==> src/rtl/keypad_scan_pkg.sv <==
`default_nettype none
// ============================================================================
// Module      : keypad_scan_pkg
// Description : Shared definitions for the 4x4 keypad scanner: scanner FSM
//               state encoding, register word offsets relative to BASE,
//               register bit positions and a lowest-low-row helper.
// Ports       : none (package)
// Revision    : 1.0 - initial release
// ============================================================================
package keypad_scan_pkg;

  typedef enum logic [1:0] {
    ST_SCAN     = 2'd0,
    ST_DEBOUNCE = 2'd1,
    ST_HELD     = 2'd2
  } scan_state_t;

  // Word offsets from BASE
  localparam logic [31:0] c_reg_data_off = 32'd0;
  localparam logic [31:0] c_reg_stat_off = 32'd1;

  // Bit positions inside the read words / status write word
  localparam int c_valid_bit   = 8;
  localparam int c_ovf_bit     = 8;
  localparam int c_ovf_clr_bit = 8;

  // Index of the lowest-numbered active-low row; only meaningful when at
  // least one row is low.
  function automatic logic [1:0] lowest_low(input logic [3:0] rows);
    logic [1:0] idx;
    idx = 2'd3;
    for (int i = 3; i >= 0; i--) begin
      if (!rows[i]) idx = 2'(i);
    end
    return idx;
  endfunction

endpackage
`default_nettype wire

==> src/rtl/keypad_fifo.sv <==
`default_nettype none
// ============================================================================
// Module      : keypad_fifo
// Description : Small synchronous FIFO for key codes. Pointers carry one
//               extra wrap bit so full/empty are told apart by the MSBs.
//               A push while full is accepted only if a pop happens on the
//               same edge.
// Ports       : clk, reset_n (async active-low), push/push_data, pop,
//               pop_data (head entry), full, empty, count (occupancy)
// Revision    : 1.0 - initial release
// ============================================================================
module keypad_fifo #(
  parameter int DEPTH = 4,
  parameter int WIDTH = 4
) (
  input  logic                     clk,
  input  logic                     reset_n,
  input  logic                     push,
  input  logic [WIDTH-1:0]         push_data,
  input  logic                     pop,
  output logic [WIDTH-1:0]         pop_data,
  output logic                     full,
  output logic                     empty,
  output logic [$clog2(DEPTH):0]   count
);

  localparam int AW = $clog2(DEPTH);

  logic [WIDTH-1:0] r_mem [DEPTH];
  logic [AW:0]      r_wr_ptr;
  logic [AW:0]      r_rd_ptr;
  logic             w_do_push;
  logic             w_do_pop;

  assign empty = (r_wr_ptr == r_rd_ptr);
  assign full  = (r_wr_ptr[AW] != r_rd_ptr[AW]) &&
                 (r_wr_ptr[AW-1:0] == r_rd_ptr[AW-1:0]);
  assign count = r_wr_ptr - r_rd_ptr;

  assign w_do_pop  = pop && !empty;
  assign w_do_push = push && (!full || w_do_pop);

  assign pop_data = r_mem[r_rd_ptr[AW-1:0]];

  always_ff @(posedge clk) begin
    if (w_do_push) r_mem[r_wr_ptr[AW-1:0]] <= push_data;
  end

  always_ff @(posedge clk or negedge reset_n) begin
    if (!reset_n) begin
      r_wr_ptr <= '0;
      r_rd_ptr <= '0;
    end else begin
      if (w_do_push) r_wr_ptr <= r_wr_ptr + 1'b1;
      if (w_do_pop)  r_rd_ptr <= r_rd_ptr + 1'b1;
    end
  end

endmodule
`default_nettype wire

==> src/rtl/keypad_scan.sv <==
`default_nettype none
// ============================================================================
// Module      : keypad_scan
// Description : Memory-mapped 4x4 matrix keypad scanner. Drives one
//               active-low column per dwell, samples synchronised rows on the
//               last dwell cycle, debounces press and release, and queues one
//               4-bit code {row,col} per accepted press.
// Ports       : clk, reset_n (async active-low)
//               enable, rw, addr, data : CPU bus (rw=1 write)
//               q    : registered read data
//               col  : active-low column drive
//               row  : active-low asynchronous row sense
//               irq  : high while the code FIFO is non-empty
// Revision    : 1.0 - initial release
// ============================================================================
module keypad_scan
  import keypad_scan_pkg::*;
#(
  parameter logic [31:0] BASE       = 32'h20,
  parameter int          SCAN_DIV   = 1024,
  parameter int          DEBOUNCE   = 4,     // must be >= 2
  parameter int          FIFO_DEPTH = 4
) (
  input  logic        clk,
  input  logic        reset_n,
  input  logic        enable,
  input  logic        rw,
  input  logic [31:0] addr,
  input  logic [31:0] data,
  output logic [31:0] q,
  output logic [3:0]  col,
  input  logic [3:0]  row,
  output logic        irq
);

  localparam int DW   = (SCAN_DIV > 1) ? $clog2(SCAN_DIV) : 1;
  localparam int CW   = $clog2(DEBOUNCE + 1);
  localparam int CNTW = $clog2(FIFO_DEPTH) + 1;
  localparam logic [DW-1:0] c_dwell_last = DW'(SCAN_DIV - 1);
  // The stable counter hits DEBOUNCE on the edge where it currently holds
  // DEBOUNCE-1, so that is the value compared against.
  localparam logic [CW-1:0] c_deb_last   = CW'(DEBOUNCE - 1);

  scan_state_t   r_state, w_state_nx;
  logic [3:0]    r_row_meta, r_row_sync;
  logic [DW-1:0] r_dwell;
  logic [1:0]    r_col_idx, w_col_idx_nx;
  logic [1:0]    r_cand_col, w_cand_col_nx;
  logic [1:0]    r_cand_row, w_cand_row_nx;
  logic [CW-1:0] r_cnt, w_cnt_nx;
  logic          w_push;
  logic          w_end_dwell;
  logic          r_ovf;
  logic [31:0]   r_q;

  logic            w_full, w_empty, w_pop;
  logic [3:0]      w_head;
  logic [CNTW-1:0] w_count;

  logic w_rd_data, w_rd_stat, w_ovf_clr, w_ovf_set;
  logic w_unused_data;

  // --------------------------------------------------------------------------
  // Row synchroniser and dwell timer
  // --------------------------------------------------------------------------
  always_ff @(posedge clk or negedge reset_n) begin
    if (!reset_n) begin
      r_row_meta <= 4'hF;
      r_row_sync <= 4'hF;
      r_dwell    <= '0;
    end else begin
      r_row_meta <= row;
      r_row_sync <= r_row_meta;
      r_dwell    <= (r_dwell == c_dwell_last) ? '0 : r_dwell + 1'b1;
    end
  end

  assign w_end_dwell = (r_dwell == c_dwell_last);

  // --------------------------------------------------------------------------
  // Scanner FSM
  // --------------------------------------------------------------------------
  always_ff @(posedge clk or negedge reset_n) begin
    if (!reset_n) begin
      r_state    <= ST_SCAN;
      r_col_idx  <= 2'd0;
      r_cand_col <= 2'd0;
      r_cand_row <= 2'd0;
      r_cnt      <= '0;
    end else begin
      r_state    <= w_state_nx;
      r_col_idx  <= w_col_idx_nx;
      r_cand_col <= w_cand_col_nx;
      r_cand_row <= w_cand_row_nx;
      r_cnt      <= w_cnt_nx;
    end
  end

  always_comb begin
    w_state_nx    = r_state;
    w_col_idx_nx  = r_col_idx;
    w_cand_col_nx = r_cand_col;
    w_cand_row_nx = r_cand_row;
    w_cnt_nx      = r_cnt;
    w_push        = 1'b0;
    if (w_end_dwell) begin
      case (r_state)
        ST_SCAN: begin
          if (&r_row_sync) begin
            w_col_idx_nx = r_col_idx + 2'd1;
          end else begin
            w_cand_col_nx = r_col_idx;
            w_cand_row_nx = lowest_low(r_row_sync);
            w_cnt_nx      = CW'(1);
            w_state_nx    = ST_DEBOUNCE;
          end
        end
        ST_DEBOUNCE: begin
          if (!r_row_sync[r_cand_row]) begin
            if (r_cnt == c_deb_last) begin
              w_push     = 1'b1;
              w_cnt_nx   = '0;
              w_state_nx = ST_HELD;
            end else begin
              w_cnt_nx = r_cnt + 1'b1;
            end
          end else begin
            w_cnt_nx     = '0;
            w_col_idx_nx = r_col_idx + 2'd1;
            w_state_nx   = ST_SCAN;
          end
        end
        ST_HELD: begin
          // Any low row (including a second key) restarts the release count.
          if (&r_row_sync) begin
            if (r_cnt == c_deb_last) begin
              w_cnt_nx     = '0;
              w_col_idx_nx = r_col_idx + 2'd1;
              w_state_nx   = ST_SCAN;
            end else begin
              w_cnt_nx = r_cnt + 1'b1;
            end
          end else begin
            w_cnt_nx = '0;
          end
        end
        default: begin
          w_cnt_nx   = '0;
          w_state_nx = ST_SCAN;
        end
      endcase
    end
  end

  assign col = ~(4'b0001 << r_col_idx);

  // --------------------------------------------------------------------------
  // Bus decode, overflow flag and read data register
  // --------------------------------------------------------------------------
  assign w_rd_data = enable && !rw && (addr == BASE + c_reg_data_off);
  assign w_rd_stat = enable && !rw && (addr == BASE + c_reg_stat_off);
  assign w_ovf_clr = enable && rw && (addr == BASE + c_reg_stat_off) &&
                     data[c_ovf_clr_bit];
  assign w_pop     = w_rd_data && !w_empty;
  // A push into a full FIFO is only lost when no pop frees a slot that edge.
  assign w_ovf_set = w_push && w_full && !w_pop;

  assign w_unused_data = ^{data[31:9], data[7:0]};

  keypad_fifo #(
    .DEPTH (FIFO_DEPTH),
    .WIDTH (4)
  ) u_fifo (
    .clk       (clk),
    .reset_n   (reset_n),
    .push      (w_push),
    .push_data ({r_cand_row, r_cand_col}),
    .pop       (w_pop),
    .pop_data  (w_head),
    .full      (w_full),
    .empty     (w_empty),
    .count     (w_count)
  );

  always_ff @(posedge clk or negedge reset_n) begin
    if (!reset_n) begin
      r_ovf <= 1'b0;
      r_q   <= '0;
    end else begin
      if (w_ovf_set)      r_ovf <= 1'b1;
      else if (w_ovf_clr) r_ovf <= 1'b0;

      if (w_rd_data) begin
        r_q <= '0;
        if (!w_empty) begin
          r_q[c_valid_bit] <= 1'b1;
          r_q[3:0]         <= w_head;
        end
      end else if (w_rd_stat) begin
        r_q            <= '0;
        r_q[c_ovf_bit] <= r_ovf;
        r_q[2:0]       <= 3'(w_count);
      end
    end
  end

  assign q   = r_q;
  assign irq = (w_count != '0);

endmodule
`default_nettype wire
==> config.mk <==
export PLATFORM = sky130hd
export DESIGN_NAME = keypad_scan
export DESIGN_NICKNAME = d
export VERILOG_FILES = /design/src/rtl/keypad_scan_pkg.sv /design/src/rtl/keypad_fifo.sv /design/src/rtl/keypad_scan.sv
export SDC_FILE = /design/constraint.sdc
export NUM_CORES = 1
export LEC_CHECK = 0
export ABC_CLOCK_PERIOD_IN_PS = 2600
export BUFFER_PORTS_ARGS = -buffer_cell sky130_fd_sc_hd__buf_4
export CAP_MARGIN = 15
export CORE_MARGIN = 2
export CORE_UTILIZATION = 49
export CTS_CLUSTER_DIAMETER = 40
export DETAILED_ROUTE_END_ITERATION = 6
export PLACE_DENSITY = 0.79
export SLEW_MARGIN = 5
export SYNTH_ARGS = -nofsm -noshare
export SYNTH_HDL_FRONTEND = slang
export SYNTH_SLANG_ARGS = --single-unit
==> constraint.sdc <==
create_clock -name clk -period 2.6 [get_ports clk]
set_clock_uncertainty 0.15 [all_clocks]
set_input_delay 0.52 -clock clk [delete_from_list [all_inputs] [get_ports clk]]
set_output_delay 0.52 -clock clk [all_outputs]
set_load 0.02 [all_outputs]
==> summary.txt, run 1 <==
CTS
  – TritonCTS clock tree: yes
  – Cts hold-fix bufs: 0
  – Reg clk slew, reported paths: ~0.060 ns
  – Maximum clock path buffer count: 2
  – Post-CTS Setup Bufs: 0
  – Clock root buffer: clkbuf_8
  – H-tree Lvls: 3
  – Num CTS Buffers: 9
  – TritonCTS sink count: 57
  – Clock Latency Late Sink: around 0.33 ns

Placement
  – Hpwl dp: between 3000 and 4000 um
  – IO Port Bufs: 50
  – Post-Place Cell Area: roughly 3400 um2
  – Placed Cells: ~370
  – DP Worst Slack: -0.04459 ns
  – Gpl congestion: a little under 0.8

Layout
  – Fin cells: 389
  – # nets final: just under 400
  – # diodes: 0
  – Synthesis-to-layout area growth: 21.18%
  – Layout cell share with drive strength beyond 1: 0.3280
  – Fillcell total: 478
  – Finished Cell Area: ~3600 um2

Detailed routing
  – Post-DRT Antenna Nets: 0
  – Iter 0 DRT Violations: 38
  – WL/cell: between 10 and 15 um
  – Vias/cell: around 4.9
  – Routed via count: between 1500 and 2000
  – Initial DRT Pass Iterations: 4
  – Total wire length: 4874 um
  – DRC Markers: 0

Logic synthesis
  – Sequential share of the synthesized area: 0.5155
  – Post-synth top flop: dfrtp_1
  – Synth unique cells: 44
  – Largest area contributor in the netlist: dfrtp_1
  – Synthesized flop and latch total: 57
  – Most common cell in the netlist: dfrtp_1
  – Mapped Avg Cell Area: 12.01 um2
  – EDFF count, synth: 16
  – Synth cell count leaders: dfrtp_1, buf_4, edfxtp_1
  – Synth area leaders: dfrtp_1, edfxtp_1, dfstp_2
  – Cell count after synthesis: 245
  – Post-synth ARST share: 0.7193
  – Yosys top cell area share: 0.2807
  – Synthesized area: about 2900 um2
  – Yosys warns: 0

Pwr
  – PwrDens: about 530 nW/um2
  – Int Pwr: roughly 1.5 mW
  – Switching power: around 0.38 mW
  – VDD IR max: roughly 350 uV
  – Combinational power share: 0.058
  – Sw Share: 0.2036
  – Leakage: between 1.5 and 2 nW
  – Proportion of power drawn by the clock network: 0.448
  – Sequential power share: 0.494

Timing
  – Fin. max-slew vios: 0
  – PnR worst setup slack: 0.1591 ns
  – Fin crit period: approximately 2.4 ns
  – Final hold violation count: 0
  – RSZ-0062 raised after global routing: no
  – WHS: ~0.0090 ns
  – Final period util: 0.9388
  – Setup tns final: 0 ns
  – Max Clock Freq: between 0.4 and 0.5 GHz
  – # setup viols final: 0

Worst setup path
  – Critical R2R Launch: r_cand_row[1]
  – Worst path bufs/invs: 2
  – Critical path, cell by cell: inv_2 -> ha_1 -> fa_2 -> xnor2_1 -> nand3_1 -> buf_4
  – Critical Path Start Type: register
  – Worst setup EP type: output port
  – CP top delay family: adder cells
  – Worst path required time: 1.93 ns
  – RR Endpoint: u_fifo.r_mem[2][2]
  – Reg2Reg Setup Slack: between 0.2 and 0.3 ns
  – Critical-path maximum fanout: 4
  – FF-to-FF path depth: 5
  – Crit-path slowest cell: dfrtp_1
  – Slowest Stage Delay on Critical Path: around 0.38 ns
  – CP Class: register to output port
  – Arrival @ worst endpoint: around 1.8 ns

Floorplan
  – IO Count: roughly 110
  – Die Area: 6639 um2
  – Starting density of the core: 0.5028
  – Chip height: ~80 um
  – Core box area: 5851 um2
  – Die Wd: ~81 um
  – FP Rows: 28

Run status
  – Outcome: complete, no violations

Flow run
  – MaxCap Viol Count: 0

Global route
  – Initial antenna violation count: 0
  – First-pass GRT wire length: a little over 8000 um
  – Grt ovf: 0
  – Vias in the first global route: about 1800
  – Gr usage total: 0.1675
  – Largest net degree at the start of global routing: 42

Worst hold path
  – Worst hold path type: input pin to asynchronous set/reset pin
==> metrics by stage <==
step	power, mW	utilization
after floorplan	1.026	-
after global placement	1.058	0.5734
after detailed placement	1.061	0.5734
after CTS	1.918	0.6080
after global routing	1.977	0.6093
final	1.889	0.6093
==> per-layer routing <==
| metal | up-vias | track usage | wire length, um |
|---|---|---|---|
| met1 | 901 | 0.1923 | 1995 |
| met5 | - | 0 | 0 |
| li1 | 935 | - | - |
| met2 | 49 | 0.2803 | 2486 |
| met3 | 4 | 0.07253 | 338 |
| met4 | 0 | 0.05763 | 53 |
==> power by group through the flow <==
| stage | combinational [mW] | sequential [mW] | clock (mW) |
|---|---|---|---|
| after floorplan | 0.0775 | 0.948 | 0 |
| after global placement | 0.109 | 0.949 | 0 |
| after detailed placement | 0.111 | 0.950 | 0 |
| after CTS | 0.111 | 0.933 | 0.874 |
| after global routing | 0.122 | 0.933 | 0.922 |
| final | 0.110 | 0.933 | 0.845 |
==> cell families after synthesis <==
family,after synthesis,synth area share
and+or+nand+nor,70,0.1476
DFF,57,0.5155
buffers and inverters,47,0.09443
AOI/OAI and AO/OA,28,0.06508
adders and majority gates,14,0.06210
xor gates and xnor gates,14,0.04169
muxes,14,0.07231
other,1,0.001275
==> how the worst max path moves through the flow <==
stage | from | endpoint | cells after the start
2_1_floorplan | addr[1] | u_fifo.r_mem[0][0] | 5
3_3_place_gp | addr[4] | u_fifo.r_mem[2][0] | 6
3_5_place_dp | addr[4] | u_fifo.r_mem[2][1] | 6
4_1_cts | u_fifo.r_wr_ptr[0] | irq | 6
5_1_grt | u_fifo.r_wr_ptr[0] | irq | 6
6_report | u_fifo.r_wr_ptr[0] | irq | 6
==> cell usage in the layout, fill, tap and decap left out, types with 9 or more instances in the layout <==
cell      instances
dfrtp_1          33
ha_1             13
buf_4            59
inv_1            14
clkbuf_8          9
conb_1           27
nand3_1          11
edfxtp_1         16
nor2_1           11
o21ai_0          12
nand2_1          12
==> state kept, by name (all words and copies together) (netlist names), 3 cells and up <==
signal / count
u_fifo.r_wr_ptr: 3
q: 5
r_row_meta: 4
r_cnt: 3
r_row_sync: 4
u_fifo.r_rd_ptr: 3
u_fifo.r_mem: 16
r_dwell: 10
==> worst register-to-register path, stage by stage, from the launching register on <==
cell,delay (ns)
dfrtp_1,0.37
mux4_2,0.56
nor3b_2,0.25
nand3_2,0.18
a21oi_4,0.20
and2_1,0.29
==> area by class of cell <==
type | count | area (um2) | share of cell area
clock inverters | 5 | 71.32 | 0.02001
multi-input cells | 167 | 1252 | 0.3514
well taps | 75 | 93.84 | 0.02633
inverters | 15 | 56.30 | 0.01580
clock buffers | 11 | 131.4 | 0.03686
repair buffers | 59 | 442.9 | 0.1243
flip-flops and latches | 57 | 1516 | 0.4254
==> what timing repair did <==
action,4_1_cts,5_1_grt
resized for setup,0,3
endpoints found under the setup margin,0,13
hold endpoints to repair,0,0
Note: power is estimated with default switching activity, not from simulation.
==> run 2: changes to the inputs <==
Settings changed: ABC_CLOCK_PERIOD_IN_PS 2600 to unset, TNS_END_PERCENT set to 20.
Clock period 2.6 ns to 2.8 ns, I/O delays scaled along.
==> run 2 against run 1 <==
Effect of this change:
- non-clock buffer count shrank 3
- highest routed layer unchanged
- design area shrank 1.3%
- largest cell class unchanged
- power shrank 11%
- largest power group unchanged
- sequential share of layout area grew 0.58 points
- wire length grew 1.5%
- clock-buffer cell count is the same
- critical path type unchanged
- first-iteration DRC count shrank 7.9%
- cell count shrank 1.0%
==> summary.txt, run 2 (same netlist as run 1, synthesis figures left out) <==
Detailed routing
  – Initial DRT Pass Iterations: 4 (unchanged)
  – Post-DRT Antenna Nets: 0 (unchanged)
  – DRC Markers: 0 (unchanged)
  – Vias/cell: 4.943 (+1.8%)
  – Total wire length: 4949 um (+1.5%)
  – WL/cell: 12.85 um (+2.6%)
  – Iter 0 DRT Violations: 35 (-7.9%)
  – Routed via count: 1903 (+0.74%)

Layout
  – Fin cells: 385 (-1.0%)
  – Area occupied by multi-input gates: 1245 um2 (-0.60%)
  – Core Util, Final: 0.6012 (-0.008126)
  – Commonest non-fill, non-tap cell in the layout: buf_4
  – Synthesis-to-layout area growth: 19.57%
  – # diodes: 0 (unchanged)
  – Layout cell share with drive strength beyond 1: 0.3194 (-0.008671)
  – Finished Cell Area: 3517 um2 (-1.3%)
  – Most frequent cells in the layout: buf_4, dfrtp_1, conb_1, edfxtp_1, inv_1
  – # nets final: 392 (-0.76%)
  – Flip-flop and latch area: 1516 um2 (unchanged)
  – Max reg flops: 16 (unchanged)
  – Fillcell total: 462 (-3.3%)

CTS
  – Post-CTS Setup Bufs: 0 (unchanged)
  – TritonCTS sink count: 57 (unchanged)
  – H-tree Lvls: 3 (unchanged)
  – Cts hold-fix bufs: 0 (unchanged)
  – Clock root buffer: clkbuf_8
  – Reg clk slew, reported paths: 0.06 ns (about the same)
  – TritonCTS clock tree: yes
  – Post-CTS sizing: 0 (unchanged)
  – Maximum clock path buffer count: 2 (unchanged)
  – Clock Latency Late Sink: 0.32 ns (about the same)
  – Num CTS Buffers: 9 (unchanged)

Timing
  – Final hold violation count: 0 (unchanged)
  – Fin. max-slew vios: 0 (unchanged)
  – Setup tns final: 0 ns (unchanged)
  – PnR worst setup slack: 0.2277 ns (+0.06858 ns)
  – Max Clock Freq: between 0.3 and 0.4 GHz
  – Final period util: 0.9187
  – RSZ-0062 raised after global routing: no
  – Tightest Pin Transition: ~0.50 ns
  – Fin crit period: between 2 and 3 ns
  – Slew margin rel.: 0.6635
  – WHS: 0.05472 ns (+0.04570 ns)
  – # setup viols final: 0 (unchanged)

Worst setup path
  – FF-to-FF path depth: 5 (unchanged)
  – Arrival @ worst endpoint: 1.86 ns (+0.09 ns)
  – Worst path required time: 2.09 ns (+0.16 ns)
  – Critical-path maximum fanout: 4 (unchanged)
  – RR Endpoint: u_fifo.r_mem[0][2]
  – Critical R2R Launch: r_cand_row[1]
  – Worst setup EP type: output port
  – CP Class: register to output port
  – Critical Path Start Type: register
  – Reg2Reg Setup Slack: 0.29 ns (+0.02 ns)

Global route
  – First-pass GRT wire length: 8245 um (+0.41%)
  – Largest net degree at the start of global routing: 42 (unchanged)
  – Grt ovf: 0 (unchanged)
  – Gr usage total: 0.1666 (-0.0009109)
  – Vias in the first global route: 1870 (+1.5%)
  – Initial antenna violation count: 0 (unchanged)

Floorplan
  – IO Count: 109 (unchanged)
  – Die Area: 6639 um2 (unchanged)
  – Chip height: 81.48 um (unchanged)
  – FP Rows: 28 (unchanged)
  – Die Wd: 81.48 um (unchanged)
  – Starting density of the core: 0.5028 (unchanged)
  – Core box area: 5851 um2 (unchanged)

Placement
  – Hpwl dp: 3680 um (-0.78%)
  – Gpl congestion: 0.8345 (+4.9%)
  – Placed Cells: 370 (-0.80%)
  – Post-Place Cell Area: 3332 um2 (-0.67%)
  – DP Worst Slack: 0.1106 ns (+0.1552 ns)
  – IO Port Bufs: 50 (unchanged)

Pwr
  – Proportion of power drawn by the clock network: 0.423 (-0.025)
  – Combinational power share: 0.062 (+0.004)
  – Sw Share: 0.2098 (+0.006188)
  – Sequential power share: 0.515 (+0.021)
  – PwrDens: 478.3 nW/um2 (-9.7%)
  – Int Pwr: 1.329 mW (-12%)
  – Final Total Pwr: 1.682 mW (-11%)
  – VDD IR max: 380.1 uV (+8.3%)
  – Leakage: 1.578 nW (-1.3%)
  – Switching power: 0.3529 mW (-8.2%)

Worst hold path
  – Worst hold path type: input pin to asynchronous set/reset pin

Run status
  – Outcome: complete, no violations

Flow run
  – MaxCap Viol Count: 0 (unchanged)
## run 2: worst max path at each step
| stage | from | slack, ns | endpoint |
|---|---|---|---|
| CTS | u_fifo.r_wr_ptr[0] | 0.20 | irq |
| finish | u_fifo.r_wr_ptr[0] | 0.23 | irq |
| detailed placement | addr[18] | 0.11 | u_fifo.r_mem[2][0] |
| global route | u_fifo.r_wr_ptr[0] | 0.08 | irq |
| global placement | addr[4] | 0.1 | u_fifo.r_mem[1][0] |
| floorplan | addr[1] | 0.37 | u_fifo.r_mem[0][0] |
## run 2: routing by layer
metal	routed length (um)	GRT usage
met3	330	0.05385
met4	35	0.07119
met2	2634	0.2943
met1	1948	0.1835
met5	0	0
## run 2: power groups by stage
stage | clock, mW | sequential (mW) | combinational [mW]
after floorplan | 0 | 0.881 | 0.0720
after global placement | 0 | 0.881 | 0.102
after detailed placement | 0 | 0.882 | 0.104
after CTS | 0.740 | 0.867 | 0.104
after global routing | 0.776 | 0.867 | 0.114
final | 0.712 | 0.867 | 0.104
## run 2: critical path, cell delays in order (launching register included)
cell and delay, ns:
dfrtp_1 0.36, inv_1 0.11, ha_1 0.22, fa_1 0.38
xnor2_1 0.21, nand3_1 0.10, buf_4 0.16
## run 2: cell type report
cell class / instances / share of cell area
Tap cell: 75 / 0.02668
Inverter: 15 / 0.01601
Sequential cell: 57 / 0.4312
Clock inverter: 4 / 0.01245
Clock buffer: 11 / 0.04020
Multi-Input combinational cell: 167 / 0.3540
Timing Repair Buffer: 56 / 0.1195
==> run 3: changes to the inputs <==
Settings changed: CORE_UTILIZATION 49 to 45, HOLD_SLACK_MARGIN set to 0.1, PLACE_DENSITY 0.79 to 0.74.
==> run 3 against run 2 <==
Effect of this change:
- clock power is 3% lower
- utilization decreased by 4.5 points
- first-iteration DRC count increased by 11%
- combinational power barely moved
- non-clock buffer count increased by 1
- register-to-register slack worse by 0.06 ns
- design area grew 0.32%
==> summary.txt, run 3 (same netlist as run 1, synthesis figures left out) <==
Run status
  – Outcome: complete, no violations

Pwr
  – PwrDens: 471.5 nW/um2 (-1.4%)
  – Leakage: 1.584 nW (+0.43%)
  – VDD IR max: 427.4 uV (+12%)

Detailed routing
  – Iter 0 DRT Violations: 39 (+11%)
  – Initial DRT Pass Iterations: 4 (unchanged)
  – DRC Markers: 0 (unchanged)
  – Post-DRT Antenna Nets: 0 (unchanged)
  – Total wire length: 4971 um (+0.44%)
  – WL/cell: 12.78 um (-0.59%)
  – Vias/cell: 4.925 (-0.35%)
  – Routed via count: 1916 (+0.68%)

Worst setup path
  – Critical Path Start Type: register
  – Critical-path maximum fanout: 4 (unchanged)
  – Arrival @ worst endpoint: 1.86 ns (about the same)
  – Worst path required time: 2.09 ns (about the same)
  – CP Class: register to output port
  – Worst setup EP type: output port
  – Reg2Reg Setup Slack: 0.23 ns (-0.06 ns)
  – FF-to-FF path depth: 5 (unchanged)

Worst hold path
  – Worst hold path type: input pin to register
  – Hold depth: 1

Placement
  – Hpwl dp: 3663 um (-0.47%)
  – IO Port Bufs: 50 (unchanged)
  – Gpl congestion: 0.8256 (-1.1%)

Timing
  – Final hold violation count: 0 (unchanged)
  – Max Clock Freq: 0.3884 GHz (about the same)
  – Setup tns final: 0 ns (unchanged)
  – Slew margin rel.: 0.6586 (-0.004885)
  – RSZ-0062 raised after global routing: no
  – Fin. max-slew vios: 0 (unchanged)
  – # setup viols final: 0 (unchanged)
  – Fin crit period: 2.575 ns (+0.002239 ns)
  – Final period util: 0.9195 (about the same)
  – Tightest Pin Transition: 0.5121 ns (+0.007327 ns)

Layout
  – Commonest non-fill, non-tap cell in the layout: buf_4
  – Core Util, Final: 0.5557 (-0.04549)
  – Synthesis-to-layout area growth: 19.95%
  – Most frequent cells in the layout: buf_4, dfrtp_1, conb_1, edfxtp_1, inv_1
  – # nets final: 393 (+0.26%)
  – Max reg flops: 16 (unchanged)
  – Fillcell total: 551 (+19%)
  – Layout cell share with drive strength beyond 1: 0.3237 (+0.004363)
  – # diodes: 0 (unchanged)

Global route
  – Initial antenna violation count: 0 (unchanged)
  – Grt ovf: 0 (unchanged)
  – Vias in the first global route: 1849 (-1.1%)
  – First-pass GRT wire length: 8335 um (+1.1%)
  – Largest net degree at the start of global routing: 42 (unchanged)
  – Gr usage total: 0.1484 (-0.01819)

Flow run
  – MaxCap Viol Count: 0 (unchanged)

Floorplan
  – IO Count: 109 (unchanged)
  – Starting density of the core: 0.4633 (-0.03953)
  – Die Wd: 84.85 um (+4.1%)
  – FP Rows: 29 (+3.6%)
  – Core box area: 6350 um2 (+8.5%)
  – Chip height: 84.85 um (+4.1%)
  – Die Area: 7200 um2 (+8.4%)

CTS
  – Reg clk slew, reported paths: 0.06 ns (about the same)
  – Clock Latency Late Sink: 0.34 ns (+0.02 ns)
  – Num CTS Buffers: 9 (unchanged)
  – Clock root buffer: clkbuf_8
  – H-tree Lvls: 3 (unchanged)
  – TritonCTS clock tree: yes
  – Maximum clock path buffer count: 2 (unchanged)
  – TritonCTS sink count: 57 (unchanged)
## run 3: final cells by class
| class | instances | area (um2) | area share |
|---|---|---|---|
| Clock buffer | 13 | 168.9 | 0.04787 |
| Multi-Input combinational cell | 167 | 1245 | 0.3528 |
| Clock inverter | 3 | 15.01 | 0.004255 |
| Inverter | 15 | 56.30 | 0.01596 |
| Tap cell | 77 | 96.34 | 0.02730 |
| Sequential cell | 57 | 1516 | 0.4298 |
| Timing Repair Buffer | 57 | 430.4 | 0.1220 |
## run 3: layer usage
layer,global-route usage,wire [um],vias to the layer above
met5,0,0,-
met4,0.05916,76,0
met3,0.06226,328,8
met2,0.2412,2489,55
met1,0.1756,2076,924
li1,-,-,929
## run 3: worst paths after layout
path,startpoint,end
worst min register to register,r_row_meta[1],r_row_sync[1]
worst min-delay path,row[2],r_row_meta[2]
worst max-delay path,u_fifo.r_wr_ptr[0],irq
min in group asynchronous,reset_n,q[1]
worst max register to register,r_cand_row[1],u_fifo.r_mem[2][1]
max in group asynchronous,reset_n,r_row_sync[2]
## run 3: critical path, stage by stage, from the launching register on
cell and delay, ns:
dfrtp_1 0.37, inv_1 0.11, ha_1 0.21, fa_1 0.38
xnor2_1 0.21, nand3_1 0.10, buf_4 0.16
## run 3: through the flow
stage	cell area [um2]	setup slack, ns	total power, mW	hold WS (ns)	cells
5_1_grt	3528	0.05511	1.731	0.1580	389
2_1_floorplan	3039	0.3742	0.9527	0.1144	271
3_3_place_gp	3334	0.1036	0.9838	0.1960	372
3_5_place_dp	3334	0.09521	0.9858	0.1968	372
4_1_cts	3528	0.1865	1.688	0.1626	389
6_report	3528	0.2255	1.664	0.1833	389
## run 3: repair_timing
action | CTS | global route
setup buffers | 0 | 0
hold endpoints to repair | 33 | 0
hold buffers | 1 | 0
gates resized for setup | 0 | 0
## run 3: power by group
part	total, mW	switching [mW]	internal, mW
combinational	0.104	0.0608	0.0435
sequential	0.866	0.00366	0.863
clock	0.693	0.304	0.389
total	1.66	0.369	1.29
